`src/rtl/cache_pkg.sv`:
```
// Shared types for the N-way cache controller: FSM state encoding, memory
// command fields and the index-width helper used to size way/beat ports.
package cache_pkg;

   typedef enum logic [2:0] {
      ST_IDLE    = 3'd0,
      ST_LOOKUP  = 3'd1,
      ST_WB_REQ  = 3'd2,
      ST_WB_DATA = 3'd3,
      ST_LD_REQ  = 3'd4,
      ST_LD_DATA = 3'd5,
      ST_WT_REQ  = 3'd6,
      ST_WT_DATA = 3'd7
   } cache_state_e;

   typedef struct packed {
      logic rw;
      logic burst;
      logic victim;
   } mem_cmd_t;

   // Index width for a power-of-two count; never narrower than one bit.
   function automatic int idx_width(input int n);
      return (n > 1) ? $clog2(n) : 1;
   endfunction

endpackage

```
`src/rtl/cache_beat_ctr.sv`:
```
// Word-within-line counter shared by the write-back and line-fill bursts.
// Wraps to zero on the last beat so every burst starts at beat 0.
module cache_beat_ctr
   import cache_pkg::*;
#(
   parameter  int BEATS  = 4,
   localparam int BEAT_W = idx_width(BEATS)
) (
   input  logic              clk,
   input  logic              rst_n,
   input  logic              inc,
   input  logic              clr,
   output logic [BEAT_W-1:0] beat,
   output logic              last
);

   logic [BEAT_W-1:0] beat_r;

   assign beat = beat_r;
   assign last = (beat_r == BEAT_W'(BEATS - 1));

   // Beat register: clear has priority, increment wraps after the last beat.
   always_ff @(posedge clk or negedge rst_n) begin
      if (!rst_n) begin
         beat_r <= '0;
      end else if (clr) begin
         beat_r <= '0;
      end else if (inc) begin
         beat_r <= last ? '0 : beat_r + 1'b1;
      end else begin
         beat_r <= beat_r;
      end
   end

endmodule

```
`src/rtl/cache_ctrl_nway.sv`:
```
// N-way set-associative cache controller FSM: sequences tag/data/dirty/LRU
// strobes and the memory command/beat handshakes for hits, fills and writes.
module cache_ctrl_nway
   import cache_pkg::*;
#(
   parameter  int WAYS        = 4,
   parameter  int BEATS       = 4,
   parameter  bit WRITE_BACK  = 1'b1,
   parameter  bit WRITE_ALLOC = 1'b1,
   localparam int WAY_W       = idx_width(WAYS),
   localparam int BEAT_W      = idx_width(BEATS)
) (
   input  logic              clk,
   input  logic              rst_n,
   input  logic              req_valid,
   output logic              req_ready,
   input  logic              req_rw,
   output logic              resp_valid,
   output logic              resp_hit,
   input  logic [WAYS-1:0]   way_match,
   input  logic [WAYS-1:0]   way_valid,
   input  logic [WAYS-1:0]   way_dirty,
   input  logic [WAY_W-1:0]  lru_victim,
   output logic [WAY_W-1:0]  arr_way,
   output logic [BEAT_W-1:0] arr_beat,
   output logic              data_we_cpu,
   output logic              data_we_fill,
   output logic              tag_we,
   output logic              valid_set,
   output logic              dirty_set,
   output logic              dirty_clr,
   output logic              lru_touch,
   output logic              mem_req_valid,
   input  logic              mem_req_ready,
   output logic              mem_req_rw,
   output logic              mem_req_burst,
   output logic              mem_req_victim,
   output logic              mem_wvalid,
   input  logic              mem_wready,
   output logic              mem_wlast,
   input  logic              mem_rvalid
);

   cache_state_e      state_r;
   cache_state_e      state_s;
   logic              rdy_en_r;
   logic              rw_r;
   logic              miss_r;
   logic [WAY_W-1:0]  way_r;
   logic              hit_s;
   logic [WAY_W-1:0]  match_idx_s;
   logic [WAY_W-1:0]  victim_s;
   logic              victim_dirty_s;
   logic [BEAT_W-1:0] beat_s;
   logic              last_s;
   logic              inc_s;
   logic              clr_s;
   mem_cmd_t          cmd_s;

   cache_beat_ctr #(.BEATS(BEATS)) u_beat_ctr (
      .clk   (clk),
      .rst_n (rst_n),
      .inc   (inc_s),
      .clr   (clr_s),
      .beat  (beat_s),
      .last  (last_s)
   );

   assign hit_s          = |way_match;
   assign clr_s          = (state_r == ST_IDLE);
   assign victim_dirty_s = way_valid[victim_s] & way_dirty[victim_s];
   assign mem_req_rw     = cmd_s.rw;
   assign mem_req_burst  = cmd_s.burst;
   assign mem_req_victim = cmd_s.victim;

   // Encode the one-hot match and pick the lowest invalid way, else the LRU way.
   always_comb begin
      match_idx_s = '0;
      victim_s    = lru_victim;
      for (int i = 0; i < WAYS; i++) begin
         match_idx_s = match_idx_s | (way_match[i] ? WAY_W'(i) : '0);
      end
      for (int i = WAYS - 1; i >= 0; i--) begin
         victim_s = way_valid[i] ? victim_s : WAY_W'(i);
      end
   end

   // State register plus the post-reset enable that gates req_ready.
   always_ff @(posedge clk or negedge rst_n) begin
      if (!rst_n) begin
         state_r  <= ST_IDLE;
         rdy_en_r <= 1'b0;
      end else begin
         state_r  <= state_s;
         rdy_en_r <= 1'b1;
      end
   end

   // Request context: captured direction, sticky miss flag and selected way.
   always_ff @(posedge clk or negedge rst_n) begin
      if (!rst_n) begin
         rw_r   <= 1'b0;
         miss_r <= 1'b0;
         way_r  <= '0;
      end else begin
         case (state_r)
            ST_IDLE: begin
               miss_r <= 1'b0;
               if (req_valid && rdy_en_r) begin
                  rw_r <= req_rw;
               end else begin
                  rw_r <= rw_r;
               end
            end
            ST_LOOKUP: begin
               // The replay after a fill hits, so the flag must survive it.
               miss_r <= miss_r | ~hit_s;
               way_r  <= hit_s ? match_idx_s : victim_s;
            end
            default: begin
               miss_r <= miss_r;
            end
         endcase
      end
   end

   // Next-state and output decode.
   always_comb begin
      state_s      = state_r;
      req_ready    = 1'b0;
      resp_valid   = 1'b0;
      resp_hit     = 1'b0;
      arr_way      = way_r;
      arr_beat     = '0;
      data_we_cpu  = 1'b0;
      data_we_fill = 1'b0;
      tag_we       = 1'b0;
      valid_set    = 1'b0;
      dirty_set    = 1'b0;
      dirty_clr    = 1'b0;
      lru_touch    = 1'b0;
      mem_req_valid = 1'b0;
      mem_wvalid   = 1'b0;
      mem_wlast    = 1'b0;
      inc_s        = 1'b0;
      cmd_s        = '0;
      case (state_r)
         ST_IDLE: begin
            req_ready = rdy_en_r;
            if (req_valid && rdy_en_r) begin
               state_s = ST_LOOKUP;
            end else begin
               state_s = ST_IDLE;
            end
         end
         ST_LOOKUP: begin
            arr_way = match_idx_s;
            if (hit_s) begin
               lru_touch = 1'b1;
               if (!rw_r) begin
                  resp_valid = 1'b1;
                  resp_hit   = ~miss_r;
                  state_s    = ST_IDLE;
               end else if (WRITE_BACK) begin
                  data_we_cpu = 1'b1;
                  dirty_set   = 1'b1;
                  resp_valid  = 1'b1;
                  resp_hit    = ~miss_r;
                  state_s     = ST_IDLE;
               end else begin
                  data_we_cpu = 1'b1;
                  state_s     = ST_WT_REQ;
               end
            end else if (rw_r && !WRITE_ALLOC) begin
               state_s = ST_WT_REQ;
            end else if (WRITE_BACK && victim_dirty_s) begin
               state_s = ST_WB_REQ;
            end else begin
               state_s = ST_LD_REQ;
            end
         end
         ST_WB_REQ: begin
            mem_req_valid = 1'b1;
            cmd_s         = '{rw: 1'b1, burst: 1'b1, victim: 1'b1};
            state_s       = mem_req_ready ? ST_WB_DATA : ST_WB_REQ;
         end
         ST_WB_DATA: begin
            mem_wvalid = 1'b1;
            arr_beat   = beat_s;
            mem_wlast  = last_s;
            inc_s      = mem_wready;
            if (mem_wready && last_s) begin
               dirty_clr = 1'b1;
               state_s   = ST_LD_REQ;
            end else begin
               state_s   = ST_WB_DATA;
            end
         end
         ST_LD_REQ: begin
            mem_req_valid = 1'b1;
            cmd_s         = '{rw: 1'b0, burst: 1'b1, victim: 1'b0};
            state_s       = mem_req_ready ? ST_LD_DATA : ST_LD_REQ;
         end
         ST_LD_DATA: begin
            arr_beat     = beat_s;
            data_we_fill = mem_rvalid;
            inc_s        = mem_rvalid;
            if (mem_rvalid && last_s) begin
               tag_we    = 1'b1;
               valid_set = 1'b1;
               state_s   = ST_LOOKUP;
            end else begin
               state_s   = ST_LD_DATA;
            end
         end
         ST_WT_REQ: begin
            mem_req_valid = 1'b1;
            cmd_s         = '{rw: 1'b1, burst: 1'b0, victim: 1'b0};
            state_s       = mem_req_ready ? ST_WT_DATA : ST_WT_REQ;
         end
         ST_WT_DATA: begin
            mem_wvalid = 1'b1;
            mem_wlast  = 1'b1;
            if (mem_wready) begin
               resp_valid = 1'b1;
               resp_hit   = ~miss_r;
               state_s    = ST_IDLE;
            end else begin
               state_s    = ST_WT_DATA;
            end
         end
         default: begin
            state_s = ST_IDLE;
         end
      endcase
   end

endmodule
```
`config.mk`:
```
export PLATFORM = sky130hd
export DESIGN_NAME = cache_ctrl_nway
export DESIGN_NICKNAME = d
export VERILOG_FILES = /design/src/rtl/cache_pkg.sv /design/src/rtl/cache_beat_ctr.sv /design/src/rtl/cache_ctrl_nway.sv
export SDC_FILE = /design/constraint.sdc
export NUM_CORES = 1
export LEC_CHECK = 0
export CORE_MARGIN = 1
export CORE_UTILIZATION = 38
export DETAILED_ROUTE_END_ITERATION = 16
export GPL_TIMING_DRIVEN = 0
export PLACE_DENSITY = 0.82
export SKIP_CTS_REPAIR_TIMING = 1
export SLEW_MARGIN = 5
export SYNTH_ARGS = -nofsm -noshare
export SYNTH_HDL_FRONTEND = slang
export SYNTH_HIERARCHICAL = 1
export SYNTH_SLANG_ARGS = --single-unit
```
`constraint.sdc`:
```
create_clock -name clk -period 2 [get_ports clk]
set_input_delay 0.5 -clock clk [delete_from_list [all_inputs] [get_ports clk]]
set_output_delay 0.5 -clock clk [all_outputs]
set_load 0.01 [all_outputs]
```
; ---- After elaboration in Yosys (flattened, before gate mapping)
; Cells that the tools add are included.
[word_totals]
ff_bits = 10
[op_classes]
add_sub_neg = 1
magnitude_cmp = 1
eq_ne = 8
n_mux = 49
bitwise = 6
n_reduce_logical = 11
[ops]
columns = cell, count
row1 = 2-bit two-way mux, 12
row2 = 3-bit case mux with 8 select lines, 1
row3 = 1-bit two-way mux, 23
row4 = 3-bit two-way mux, 5
row5 = 3-bit == test (second input constant), 4
row6 = 1-bit case mux with 2 select lines, 5
row7 = 3-bit case mux with 3 select lines, 1
row8 = 3-bit by 2-bit == test with 1-bit output (second input constant), 2
row9 = 1-bit binary-select mux with 2-bit select, 2
row10 = 2-bit nonzero test, 2
row11 = 2-bit OR reduction, 2
row12 = 4-bit OR reduction, 1
row13 = 3-bit by 1-bit == test with 1-bit output (second input constant), 1
row14 = 1-bit logical AND, 3
row15 = 3-bit zero test, 1
row16 = 2-bit by 3-bit < comparator with 1-bit output (second input constant), 1
row17 = 3-bit OR reduction, 1
row18 = 2-bit by 1-bit adder with 2-bit output (second input constant), 1
row19 = 2-bit == test (second input constant), 1
row20 = 1-bit NOT, 2
row21 = 1-bit by 2-bit OR with 2-bit output, 1
row22 = 2-bit OR, 1
row23 = 2-bit AND reduction, 1
row24 = 1-bit bitwise AND, 1
row25 = 1-bit OR, 1

; ---- Depth between registers and ports, before layout
; Gate-level depths: netlist of run 1.
[depth]
depth_word = 10
ltp_mapped = 6
ltp_nobuf = 5

; ---- Modules after synthesis
; The synthesis of run 1 kept the hierarchy.
[by_module_without_submodules]
columns = mod, instances, cells_each, area_each_um2, seq_area_each_um2
row1 = cache_ctrl_nway, 1, 79, 666.9, 200.2
row2 = cache_beat_ctr, 1, 8, 100.1, 50.0

; ---- Least setup slack after synthesis of run 1
; Ideal clock, no wire load.
[synth_timing]
path_type = input -> output
startpoint = in way_match[0]
endpoint = out dirty_set
arrival_ns = 1.425
setup_slack_ns = 0.075
path_stages = 3
n_path_buf = 1
cell_sequence = or4_1 and3_1 buf_4
[synth_via]
elab_chain_len = 3
[synth_rtl]
columns = element, line
row1 = from (decl), cache_ctrl_nway.sv:20  ; input logic [WAYS-1:0] way_match,
row2 = 4-bit OR reduction, cache_ctrl_nway.sv:69  ; assign hit_s = |way_match;
row3 = 1-bit two-way mux (2 in a row), -
row4 = to (decl), cache_ctrl_nway.sv:30  ; output logic dirty_set,
; No other way between the ends.

; ---- Final worst setup path of run 1
[layout_timing]
startpoint = reg state_r[2]
endpoint = out dirty_set
[layout_via]
elab_chain_len = 2
[layout_rtl]
columns = element, line
row1 = from (decl), cache_ctrl_nway.sv:44  ; cache_state_e state_r;
row2 = from (signal assigned), cache_ctrl_nway.sv:94  ; state_r <= state_s;
row3 = 3-bit by 1-bit == test with 1-bit output, cache_ctrl_nway.sv:147  ; case (state_r)
row4 = 1-bit two-way mux, cache_ctrl_nway.sv:147
; No other way between the ends.

==> results_dict.tcl, run 1 <==
set metrics [dict create \
    outcome "finished with violations" \
    failed_checks "setup timing" \
    critPathLaunch "state_r[2]" \
    hold_depth 2 \
    ys.flop_type "dfrtp_1" \
    cts_root_buf "clkbuf_4" \
    clkSinkCount 10 \
    drt_iter0_drc 15 \
    final_common_cell "dlymetal6s2s_1" \
    hold_slack_ps 519 \
    synth_area_um2 767 \
    comb_power_share_pct 66.8 \
    switching_share_pct 39.9 \
    nNetsFinal 167 \
    drc 0 \
    synth_edf_count 0 \
    p_switching_mw 0.575 \
    worstPathArrival_ps 1730 \
    ir_worst_vdd_mv 0.768 \
    path_clk_slew_ps 70 \
    critPathCaptureType "primary output" \
    crit_slowest_cell "dfrtp_2" \
    vias_per_cell 5.43 \
    clock.fmax_mhz 447 \
    track_usage_pct 20.2 \
    rows 15 \
    die-height_um 46.9 \
    crit-reg2reg-capture "rw_r" \
    die_w_um 46.9 \
    min_path_type "flop to flop" \
    htree_levels 1 \
    yosys_warnings 6 \
    firstDrtPassIters 4 \
    ys_ff_latch 10 \
    start_kind "flop" \
    first_global_vias 748 \
    worstReg2RegStart "state_r[1]" \
    fin_ws_ps -235 \
    grt_pass1_wl_um 3130 \
    antenna_found_initial 0 \
    port_buffers 40 \
    finClkSkew_ps 7.34 \
    hold_viol 0 \
    synth.distinct_cells 39 \
    min_period_ps 2230 \
    max-cap-violations 0 \
    critical_path_class "flop to primary output" \
    setup_tns_ps -875 \
    cts_buffers 3 \
    gp_congestion 0.754 \
    num_antenna_cells 0 \
    area_growth_pct 84.8 \
    r2r_slack_ps 360 \
    ioPinCount 41 \
    clk_latency_ps 260 \
    synthArstFlopShare_pct 100 \
    relSlewSlack_pct 62.1 \
    routed_wl_um 2640 \
    worstHoldStart "miss_r" \
    drive_above_1_share_pct 38.5 \
    p_leak_nw 0.818 \
    cts_tree "yes" \
    synth_nets 109 \
    clk_path_buf_depth 2 \
    cp_cell_sequence "nor3b_4, buf_4, buf_6, and3_4, buf_4, buf_6" \
    avgRoutedWirePerCell_um 15.7 \
    slew_viol_final 0 \
    coreArea_um2 1800 \
    clockPowerShare_pct 9.3 \
    path_max_fanout 6 \
    start_util_pct 42.6 \
    hold_end "miss_r" \
    reg2reg_depth 6 \
    globalRouteOverflowTotal 0 \
    p_per_area_nw_per_um2 1020 \
    dieArea_um2 2200 \
    hpwl_um 1610 \
    seq_power_share_pct 23.9 \
    final_cell_mix "dlymetal6s2s_1, clkdlybuf4s50_1, nor2_1, buf_4, buf_6" \
    grt_max_degree 11 \
    tightest_slew_ps 564 \
    ant_nets 0 \
    cp_slowest_stage_delay_ps 470 \
    synth_cells 87 \
    num_vias 913 \
    seq_area_frac_synth_pct 32.6 \
    period_share_pct 112 \
    critPathRequiredTime_ps 1500 \
    intPower_mw 0.867 \
    rsz0062_at_grt "true" \
    synth_area_per_cell_um2 8.82 \
    final-setup-viol-count 6 \
]
-- logic make-up (layout without fill, tap and decap cells) --
group	after synthesis	in the layout	share of synthesized area, %
AOI/OAI and AO/OA	18	18	15.5
muxes	4	4	7.50
xor gates and xnor gates	1	1	1.14
buffers and inverters	10	66	7.50
DFF	10	10	32.6
other	1	1	0.489
adders and majority gates	1	1	1.63
and+or+nand+nor	42	42	33.6
-- layout make-up --
cell class | count | area, µm²
Buffer | 5 | 48.8
Clock buffer | 3 | 22.5
Fill cell | 123 | 384
Inverter | 5 | 18.8
Multi-Input combinational cell | 67 | 529
Sequential cell | 10 | 253
Tap cell | 25 | 31.3
Timing Repair Buffer | 53 | 514
-- power groups by stage --
stage / Combinational (mW) / Clock (mW) / Sequential [mW]
3_5_place_dp: 0.723 / 0 / 0.326
3_3_place_gp: 0.712 / 0 / 0.319
5_1_grt: 1.02 / 0.155 / 0.348
4_1_cts: 0.727 / 0.139 / 0.322
6_report: 0.964 / 0.135 / 0.344
2_1_floorplan: 0.422 / 0 / 0.312
-- worst max-delay path, delay by kind of cell, from the launching register on --
kind / cells / cell delay (ps)
and+or+nand+nor: 2 / 550
DFF: 1 / 470
buffers and inverters: 4 / 470
-- synth_stat cells, types with 2 or more instances --
library cell | n | area, µm²
nand2_1 | 5 | 18.8
and2_1 | 5 | 31.3
a21oi_1 | 4 | 20.0
inv_1 | 5 | 18.8
nor2_1 | 12 | 45.0
buf_4 | 3 | 22.5
and3_1 | 4 | 25.0
dfrtp_1 | 10 | 250
o21ai_0 | 6 | 30.0
mux2i_1 | 2 | 20.0
nor2b_1 | 3 | 18.8
-- stage by stage --
stage	power [mW]	util, %	area (µm²)	worst slack, ps	std cells
2_1_floorplan	0.734	-	767	75.2	87
5_1_grt	1.53	78.7	1420	-295	168
6_report	1.44	78.7	1420	-235	168
3_5_place_dp	1.05	66.5	1200	-846	152
4_1_cts	1.19	67.8	1220	-853	155
3_3_place_gp	1.03	66.5	1200	-812	152
-- worst max-delay path by stage --
stage / slack, ps / endpoint
after floorplan: 80 / dirty_set
after global placement: -810 / dirty_set
after detailed placement: -850 / dirty_set
after CTS: -850 / dirty_set
after global routing: -290 / dirty_set
final: -230 / dirty_set
-- flip-flops by register name (all words and copies together), names as in the netlist --
register and count:
rdy_en_r 1, miss_r 1, state_r 3, way_r 2, rw_r 1, u_beat_ctr/beat 2
-- layer usage --
layer / vias up / global-route usage (%) / share of wire (%)
met2: 42 / 33.1 / 55
li1: 418 / - / -
met4: 0 / 8.57 / 2.6
met1: 445 / 26.0 / 39
met3: 8 / 3.85 / 3.9
met5: - / 0 / 0
Power figures use the tool's default switching activity.
==> run 2, diff against run 1 <==
CAP_MARGIN = 20   (was unset)
==> results of run 2 <==
The final DEF is identical to that of run 1; final timing and power are the same.
